===== src/rtl/arm_multicycle_controller.sv =====
// Multicycle ARM control unit: Moore main FSM, registered NZCV flags and condition check.
// Drives the datapath mux selects and write enables, with optional memory wait states.
module arm_multicycle_controller #(
    parameter int unsigned ALUCTRL_W   = 3,
    parameter bit          MEM_WAIT_EN = 1'b1
) (
    input  logic                 clk,
    input  logic                 reset,
    input  logic [19:0]          Instr,
    input  logic [3:0]           ALUFlags,
    input  logic                 mem_ready,
    output logic                 PCWrite,
    output logic                 AdrSrc,
    output logic                 MemWrite,
    output logic                 IRWrite,
    output logic [1:0]           ResultSrc,
    output logic                 ALUSrcA,
    output logic [1:0]           ALUSrcB,
    output logic [ALUCTRL_W-1:0] ALUControl,
    output logic [1:0]           ImmSrc,
    output logic [1:0]           RegSrc,
    output logic                 RegWrite,
    output logic                 instr_done,
    output logic [3:0]           flags_q
);

    localparam logic [ALUCTRL_W-1:0] AluAdd = ALUCTRL_W'(0);
    localparam logic [ALUCTRL_W-1:0] AluSub = ALUCTRL_W'(1);
    localparam logic [ALUCTRL_W-1:0] AluAnd = ALUCTRL_W'(2);
    localparam logic [ALUCTRL_W-1:0] AluOrr = ALUCTRL_W'(3);
    localparam logic [ALUCTRL_W-1:0] AluEor = ALUCTRL_W'(4);

    typedef enum logic [3:0] {
        StFetch, StDecode, StMemAdr, StMemRead, StMemWb,
        StMemWrite, StExecR, StExecI, StAluWb, StBranch
    } state_e;

    state_e                 r_state;
    state_e                 w_state_nxt;
    logic [3:0]             r_flags;

    logic [3:0]             w_cond;
    logic [1:0]             w_op;
    logic [5:0]             w_funct;
    logic [3:0]             w_cmd;
    logic [3:0]             w_rd;
    logic                   w_cond_ex;
    logic                   w_mem_ok;
    logic                   w_is_cmp;
    logic                   w_is_logic;
    logic                   w_flag_we;
    logic [ALUCTRL_W-1:0]   w_alu_dp;
    logic                   w_unused;

    assign w_cond   = Instr[19:16];
    assign w_op     = Instr[15:14];
    assign w_funct  = Instr[13:8];
    assign w_cmd    = Instr[12:9];
    assign w_rd     = Instr[3:0];
    // Rn field is only consumed by the datapath
    assign w_unused = ^Instr[7:4];

    assign w_mem_ok   = !MEM_WAIT_EN || mem_ready;
    assign w_is_cmp   = (w_cmd == 4'b1010);
    assign w_is_logic = (w_cmd == 4'b0000) || (w_cmd == 4'b1100) || (w_cmd == 4'b0001);
    assign w_flag_we  = ((r_state == StExecR) || (r_state == StExecI)) &&
                        (w_funct[0] || w_is_cmp);
    assign flags_q    = r_flags;

    always_comb begin
        case (w_cond)
            4'b0000: w_cond_ex = r_flags[2];
            4'b0001: w_cond_ex = !r_flags[2];
            4'b0010: w_cond_ex = r_flags[1];
            4'b0011: w_cond_ex = !r_flags[1];
            4'b0100: w_cond_ex = r_flags[3];
            4'b0101: w_cond_ex = !r_flags[3];
            4'b0110: w_cond_ex = r_flags[0];
            4'b0111: w_cond_ex = !r_flags[0];
            4'b1000: w_cond_ex = r_flags[1] && !r_flags[2];
            4'b1001: w_cond_ex = !r_flags[1] || r_flags[2];
            4'b1010: w_cond_ex = (r_flags[3] == r_flags[0]);
            4'b1011: w_cond_ex = (r_flags[3] != r_flags[0]);
            4'b1100: w_cond_ex = !r_flags[2] && (r_flags[3] == r_flags[0]);
            4'b1101: w_cond_ex = r_flags[2] || (r_flags[3] != r_flags[0]);
            4'b1110: w_cond_ex = 1'b1;
            default: w_cond_ex = 1'b0;
        endcase
    end

    always_comb begin
        case (w_cmd)
            4'b0100: w_alu_dp = AluAdd;
            4'b0010: w_alu_dp = AluSub;
            4'b1010: w_alu_dp = AluSub;
            4'b0000: w_alu_dp = AluAnd;
            4'b1100: w_alu_dp = AluOrr;
            4'b0001: w_alu_dp = AluEor;
            default: w_alu_dp = AluAdd;
        endcase
    end

    always_ff @(posedge clk or negedge reset) begin
        if (!reset) begin
            r_state <= StFetch;
        end else begin
            r_state <= w_state_nxt;
        end
    end

    // Logical ops leave C and V untouched
    always_ff @(posedge clk or negedge reset) begin
        if (!reset) begin
            r_flags <= 4'b0000;
        end else if (w_flag_we) begin
            r_flags[3:2] <= ALUFlags[3:2];
            if (!w_is_logic) begin
                r_flags[1:0] <= ALUFlags[1:0];
            end
        end
    end

    always_comb begin
        w_state_nxt = r_state;
        PCWrite     = 1'b0;
        AdrSrc      = 1'b0;
        MemWrite    = 1'b0;
        IRWrite     = 1'b0;
        ResultSrc   = 2'b00;
        ALUSrcA     = 1'b0;
        ALUSrcB     = 2'b00;
        ALUControl  = AluAdd;
        ImmSrc      = 2'b00;
        RegSrc      = 2'b00;
        RegWrite    = 1'b0;
        instr_done  = 1'b0;
        // Outputs are forced low while reset is held so nothing writes mid-abort
        if (reset) begin
            ImmSrc = w_op;
            RegSrc = {w_op == 2'b01, w_op == 2'b10};
            case (r_state)
                StFetch: begin
                    ALUSrcA   = 1'b1;
                    ALUSrcB   = 2'b10;
                    ResultSrc = 2'b10;
                    if (w_mem_ok) begin
                        IRWrite     = 1'b1;
                        PCWrite     = 1'b1;
                        w_state_nxt = StDecode;
                    end
                end
                StDecode: begin
                    ALUSrcA = 1'b1;
                    ALUSrcB = 2'b10;
                    if (!w_cond_ex || (w_op == 2'b11)) begin
                        instr_done  = 1'b1;
                        w_state_nxt = StFetch;
                    end else if (w_op == 2'b01) begin
                        w_state_nxt = StMemAdr;
                    end else if (w_op == 2'b10) begin
                        w_state_nxt = StBranch;
                    end else if (w_funct[5]) begin
                        w_state_nxt = StExecI;
                    end else begin
                        w_state_nxt = StExecR;
                    end
                end
                StMemAdr: begin
                    ALUSrcB     = 2'b01;
                    ALUControl  = w_funct[3] ? AluAdd : AluSub;
                    w_state_nxt = w_funct[0] ? StMemRead : StMemWrite;
                end
                StMemRead: begin
                    AdrSrc = 1'b1;
                    if (w_mem_ok) begin
                        w_state_nxt = StMemWb;
                    end
                end
                StMemWb: begin
                    ResultSrc   = 2'b01;
                    RegWrite    = 1'b1;
                    PCWrite     = (w_rd == 4'hF);
                    instr_done  = 1'b1;
                    w_state_nxt = StFetch;
                end
                StMemWrite: begin
                    AdrSrc   = 1'b1;
                    MemWrite = 1'b1;
                    if (w_mem_ok) begin
                        instr_done  = 1'b1;
                        w_state_nxt = StFetch;
                    end
                end
                StExecR, StExecI: begin
                    ALUSrcB     = (r_state == StExecI) ? 2'b01 : 2'b00;
                    ALUControl  = w_alu_dp;
                    instr_done  = w_is_cmp;
                    w_state_nxt = w_is_cmp ? StFetch : StAluWb;
                end
                StAluWb: begin
                    if (w_rd == 4'hF) begin
                        PCWrite = 1'b1;
                    end else begin
                        RegWrite = 1'b1;
                    end
                    instr_done  = 1'b1;
                    w_state_nxt = StFetch;
                end
                StBranch: begin
                    ALUSrcB     = 2'b01;
                    ResultSrc   = 2'b10;
                    PCWrite     = 1'b1;
                    RegWrite    = w_funct[4];
                    instr_done  = 1'b1;
                    w_state_nxt = StFetch;
                end
                default: begin
                    w_state_nxt = StFetch;
                end
            endcase
        end
    end

endmodule


===== config.mk =====
export PLATFORM = sky130hd
export DESIGN_NAME = arm_multicycle_controller
export DESIGN_NICKNAME = d
export VERILOG_FILES = /design/src/rtl/arm_multicycle_controller.sv
export SDC_FILE = /design/constraint.sdc
export NUM_CORES = 1
export LEC_CHECK = 0
export BUFFER_PORTS_ARGS = -buffer_cell sky130_fd_sc_hd__buf_4
export CAP_MARGIN = 30
export CORE_UTILIZATION = 51
export DETAILED_ROUTE_END_ITERATION = 8
export GPL_TIMING_DRIVEN = 0
export PLACE_DENSITY = 0.85
export SKIP_LAST_GASP = 1
export SLEW_MARGIN = 20
export SYNTH_ARGS = -nofsm -noshare
export SYNTH_HDL_FRONTEND = slang
export SYNTH_SLANG_ARGS = --single-unit

===== constraint.sdc =====
create_clock -name clk -period 8 [get_ports clk]
set_clock_uncertainty 0.2 [all_clocks]
set_input_delay 2.4 -clock clk [delete_from_list [all_inputs] [get_ports clk]]
set_output_delay 2.4 -clock clk [all_outputs]
set_load 0.01 [all_outputs]

* Word-level counts from Yosys, hierarchy flattened
Index checks and enable logic that the tools add are counted.
** Word-level totals
- Bits in read-only memories :: 0
- Bits of input ports :: 27
- Flip-flop bits (word level) :: 8
- Latch bits :: 0
- Output and inout bits :: 22
- Logic and storage cells :: 107
- RAM bits :: 0
- Memories kept :: 0
** Operators by class
- Reduce and logical (&&, ||, !) cells :: 27
- $lt $le $gt $ge :: 0
- Multiply operators :: 0
- Bitwise logic cells :: 1
- Divide/modulo/power cells :: 0
- Multiplexer cells :: 40
- $add $sub $neg :: 0
- Shift-type cells :: 0
- Equal/unequal tests :: 36
** Operator list (count)
- 4-bit == test, second input constant :: 12
- 4-bit by 3-bit == test with 1-bit output, second input constant :: 8
- 4-bit two-way mux :: 7
- 4-bit one-hot mux with 6 select lines :: 1
- 4-bit by 2-bit == test with 1-bit output, second input constant :: 5
- 1-bit two-way mux :: 18
- 1-bit one-hot mux with 15 select lines :: 1
- 4-bit by 1-bit == test with 1-bit output, second input constant :: 3
- 4-bit logical NOT :: 3
- 3-bit one-hot mux with 4 select lines :: 1
- 2-bit OR reduction :: 6
- 2-bit two-way mux :: 4
- 1-bit one-hot mux with 4 select lines :: 2
- 1-bit logical OR :: 7
- 3-bit two-way mux :: 2
- 2-bit != test, second input constant :: 3
- 2-bit one-hot mux with 3 select lines :: 1
- 3-bit one-hot mux with 2 select lines :: 1
- 1-bit logical NOT :: 5
- 2-bit == test, second input constant :: 2
- 2-bit one-hot mux with 2 select lines :: 1
- 4-bit AND reduction :: 1
- 1-bit logical AND :: 3
- 1-bit one-hot mux with 3 select lines :: 1
- 6 further kinds :: 6

* Depth between registers and ports, before layout
- Word-level depth :: 8
- Depth in mapped cells :: 7
- Mapped depth without buffers :: 6

* Worst setup path after synthesis
OpenSTA, ideal clock, no wires.
- Path kind :: input to output
- From :: input Instr[18]
- To :: output instr_done
- Cell stages on the path :: 6
- Slack :: 1.775 ns
- Required time :: 5.400 ns
- Path buffers :: 1
- Arrival time :: 3.625 ns
- Cell sequence :: buf_6 -> mux2_4 -> a32oi_2 -> o41ai_2 -> or4_1 -> nand2_1
** On the way
- Cells in the longest elaborated chain, start to end :: 7
** RTL lines
- start, declared :: RTL line 9 : input logic [19:0] Instr,
- 4-bit == test, or another cell as far along :: RTL line 71 : case (w_cond)
- 1-bit one-hot mux with 15 select lines * :: RTL line 71
- 1-bit logical NOT * :: RTL line 155 : if (!w_cond_ex || (w_op == 2'b11)) begin
- 1-bit logical OR * :: RTL line 155
- 1-bit two-way mux * :: RTL line 155
- 1-bit one-hot mux with 4 select lines * :: RTL line 141 : case (r_state)
- 1-bit two-way mux * :: RTL line 138 : if (reset) begin
- end, declared :: RTL line 23 : output logic instr_done,
Mark *: on every way between the ends. The rest lies on a longest branch, timed or not.

* Worst setup path in the final report
Same ends and word-level chain as after synthesis.

==> impl_metrics.ini <==
[final_layout]
nets = 230
diodes = 0
final_util_pct = 73.14
syn_to_final_growth_pct = 30.90
drive_above_1_share_pct = 30.46
fin_area_um2 = 1479
instances_no_fill = 224

[logic_synthesis]
synth_top_cell_by_area = dfrtp_1
synth-seq-cells = 8
synthFlopType = dfrtp_1
synthTopCellsByCount = nor2_1, inv_1, nand2_1, nor2b_1
postSynth.asyncResetShare_pct = 100.0
syn_area_um2 = 1130
synth_edf_count = 0
synth.top_cell.area_share_pct = 17.72
yosysMostFrequentCell = nor2_1
seq_area_frac_synth_pct = 17.72
ys.warnings.count = 0
syn_inst = 155
syn_area_per_cell_um2 = 7.289
synth_nets = 186
yosys-top-cells-area = dfrtp_1, mux2_2, nor2b_1
ys_types = 48

[drt]
met3_length_um = 188
drt_wl_total_um = 3179
dr_total_vias = 1333
drt-initial-drc-count = 49
wl_met2_um = 1558
firstDrtPassIters = 5
highest_layer = met4
vias_per_cell = 5.951
drc = 0
drt-met1-wl_um = 1379
detail-route-antenna-nets = 0
wl_per_cell_um = 14.19

[cts]
cts.reportedPaths.clkPinSlew_ns = 0.05
ctsResizeCount = 0
clk_path_buf_depth = 2
cts_buffers = 3
htree_levels = 1
cts_setup_buffers = 0
cts_tree = done
clk_latency_ns = 0.25
hold_buffers = 0
cts_num_sinks = 8
cts_root_buf = clkbuf_4

[timing]
layout_min_cycle_time_ns = 6.382
setup_viol = 0
rsz0062_at_grt = no
tns_ns = 0
finalHoldViolations = 0
final_max_slew_viol_count = 0
tightest_slew_ns = 0.4781
slew_headroom_pct = 68.13
fmax_mhz = 156.7
min_period_over_period_pct = 79.77

[worst_setup_path]
crit_path_cell_trace = buf_6, mux2_4, a32oi_2, o41ai_2, or4_1, nand2_1, buf_4
critPathRequiredTime_ns = 5.40
cp-start-kind = input pin
crit_fanout = 8
path_class = input pin to primary output
cp.arrival_ns = 3.78
endpoint_kind = primary output
slowest_stage = or4_1
cpPeakStageDelay_ns = 0.49

[global_routing]
antenna_found_initial = 0
grtUsageTotal_pct = 27.70
grt_first_pass_wirelength_um = 5313
grt_max_degree = 11
grt_pass1_vias = 1196
grt-ovfl-total = 0

[floorplan]
die_w_um = 49.07
initial_core_util_pct = 55.88
ios = 49
fp.dieH_um = 49.07
core_um2 = 2022
dieArea_um2 = 2407
rows = 16

[placed_design]
placement.io_buffers = 39
place_inst = 221
dpl.hpwl_um = 2544
placed_cell_area_um2 = 1456
gp_congestion = 0.9265

[power]
power.total_mw = 0.3307
p_leak_nw = 0.7050
powerDensity_nw_per_um2 = 223.6
ir_drop_uv = 195.6

[status]
run_status = finished, final reports clean

[run]
cap_viol_max_count = 0

[hold_path]
hp-class = flop to flop
[state kept, by name, summed over array words and instances (netlist names)]
signal	count
flags_q	4
r_state	4
[metal layers]
metal / track usage, % / up-vias
met5: 0 / -
met4: 8.333 / 0
met3: 3.427 / 6
met2: 44.52 / 56
met1: 38.31 / 630
li1: - / 641
[kinds of logic (layout without fill, tap and decap cells)]
logic type	count (synthesis)	in the layout	share of synthesized area, %
AOI/OAI and AO/OA	39	39	25.14
xor gates and xnor gates	3	3	2.326
buffers and inverters	25	67	9.967
muxes	8	8	8.083
and+or+nand+nor	68	68	32.34
DFF	8	8	17.72
adders and majority gates	4	4	4.430
[where the power goes]
group          total, mW  leakage [nW]  switching (mW)  internal, mW
logic              0.234         0.586           0.131         0.103
registers         0.0666         0.106          0.0129        0.0538
clock network     0.0298        0.0138          0.0127        0.0171
total              0.331         0.705           0.157         0.174
[cells in the final DEF, fill, tap and decap left out, types with 3 or more instances in the layout]
cell type,n
a21oi_1,8
and2_1,3
buf_2,4
buf_4,40
clkbuf_1,5
clkbuf_4,3
dfrtp_1,8
ha_1,4
inv_1,12
mux2_2,5
nand2_1,12
nand2b_1,6
nand3_1,4
nor2_1,13
nor2b_1,9
nor3_1,7
o21ai_0,7
o221ai_1,3
o22ai_1,3
[critical path: cells and delay by family]
family / cells / cell delay (ns)
AOI/OAI and AO/OA: 2 / 0.28
and+or+nand+nor: 2 / 0.58
muxes: 1 / 0.29
buffers and inverters: 2 / 0.23
[worst paths after layout]
kind | from | to | slack (ns) | cells past startpoint
worst min register to register | flags_q[0] | flags_q[0] | 0.40 | 1
worst max register to register | flags_q[3] | r_state[2] | 5.94 | 5
min in group asynchronous | reset | r_state[1] | 1.76 | 1
max in group asynchronous | reset | flags_q[2] | 5.71 | 1
worst min-delay path | flags_q[0] | flags_q[0] | 0.40 | 1
worst max-delay path | Instr[18] | instr_done | 1.62 | 7
[through the flow]
stage          worst slack (ns)  hold slack, ns
3_3_place_gp              1.672          0.3678
2_1_floorplan             1.775          0.4047
3_5_place_dp              1.628          0.3863
5_1_grt                   1.552          0.4271
6_report                  1.618          0.3969
4_1_cts                   1.627          0.3975
[area by class of cell]
class	count	area [µm²]
fill	155	543.0
inverter	12	45.04
multi-input combinational	122	817.0
sequential	8	200.2
buffer	13	67.56
clock buffer	3	22.52
timing repair buffer	39	292.8
tap	27	33.78
No activity file was read; power rests on OpenSTA's default activity.
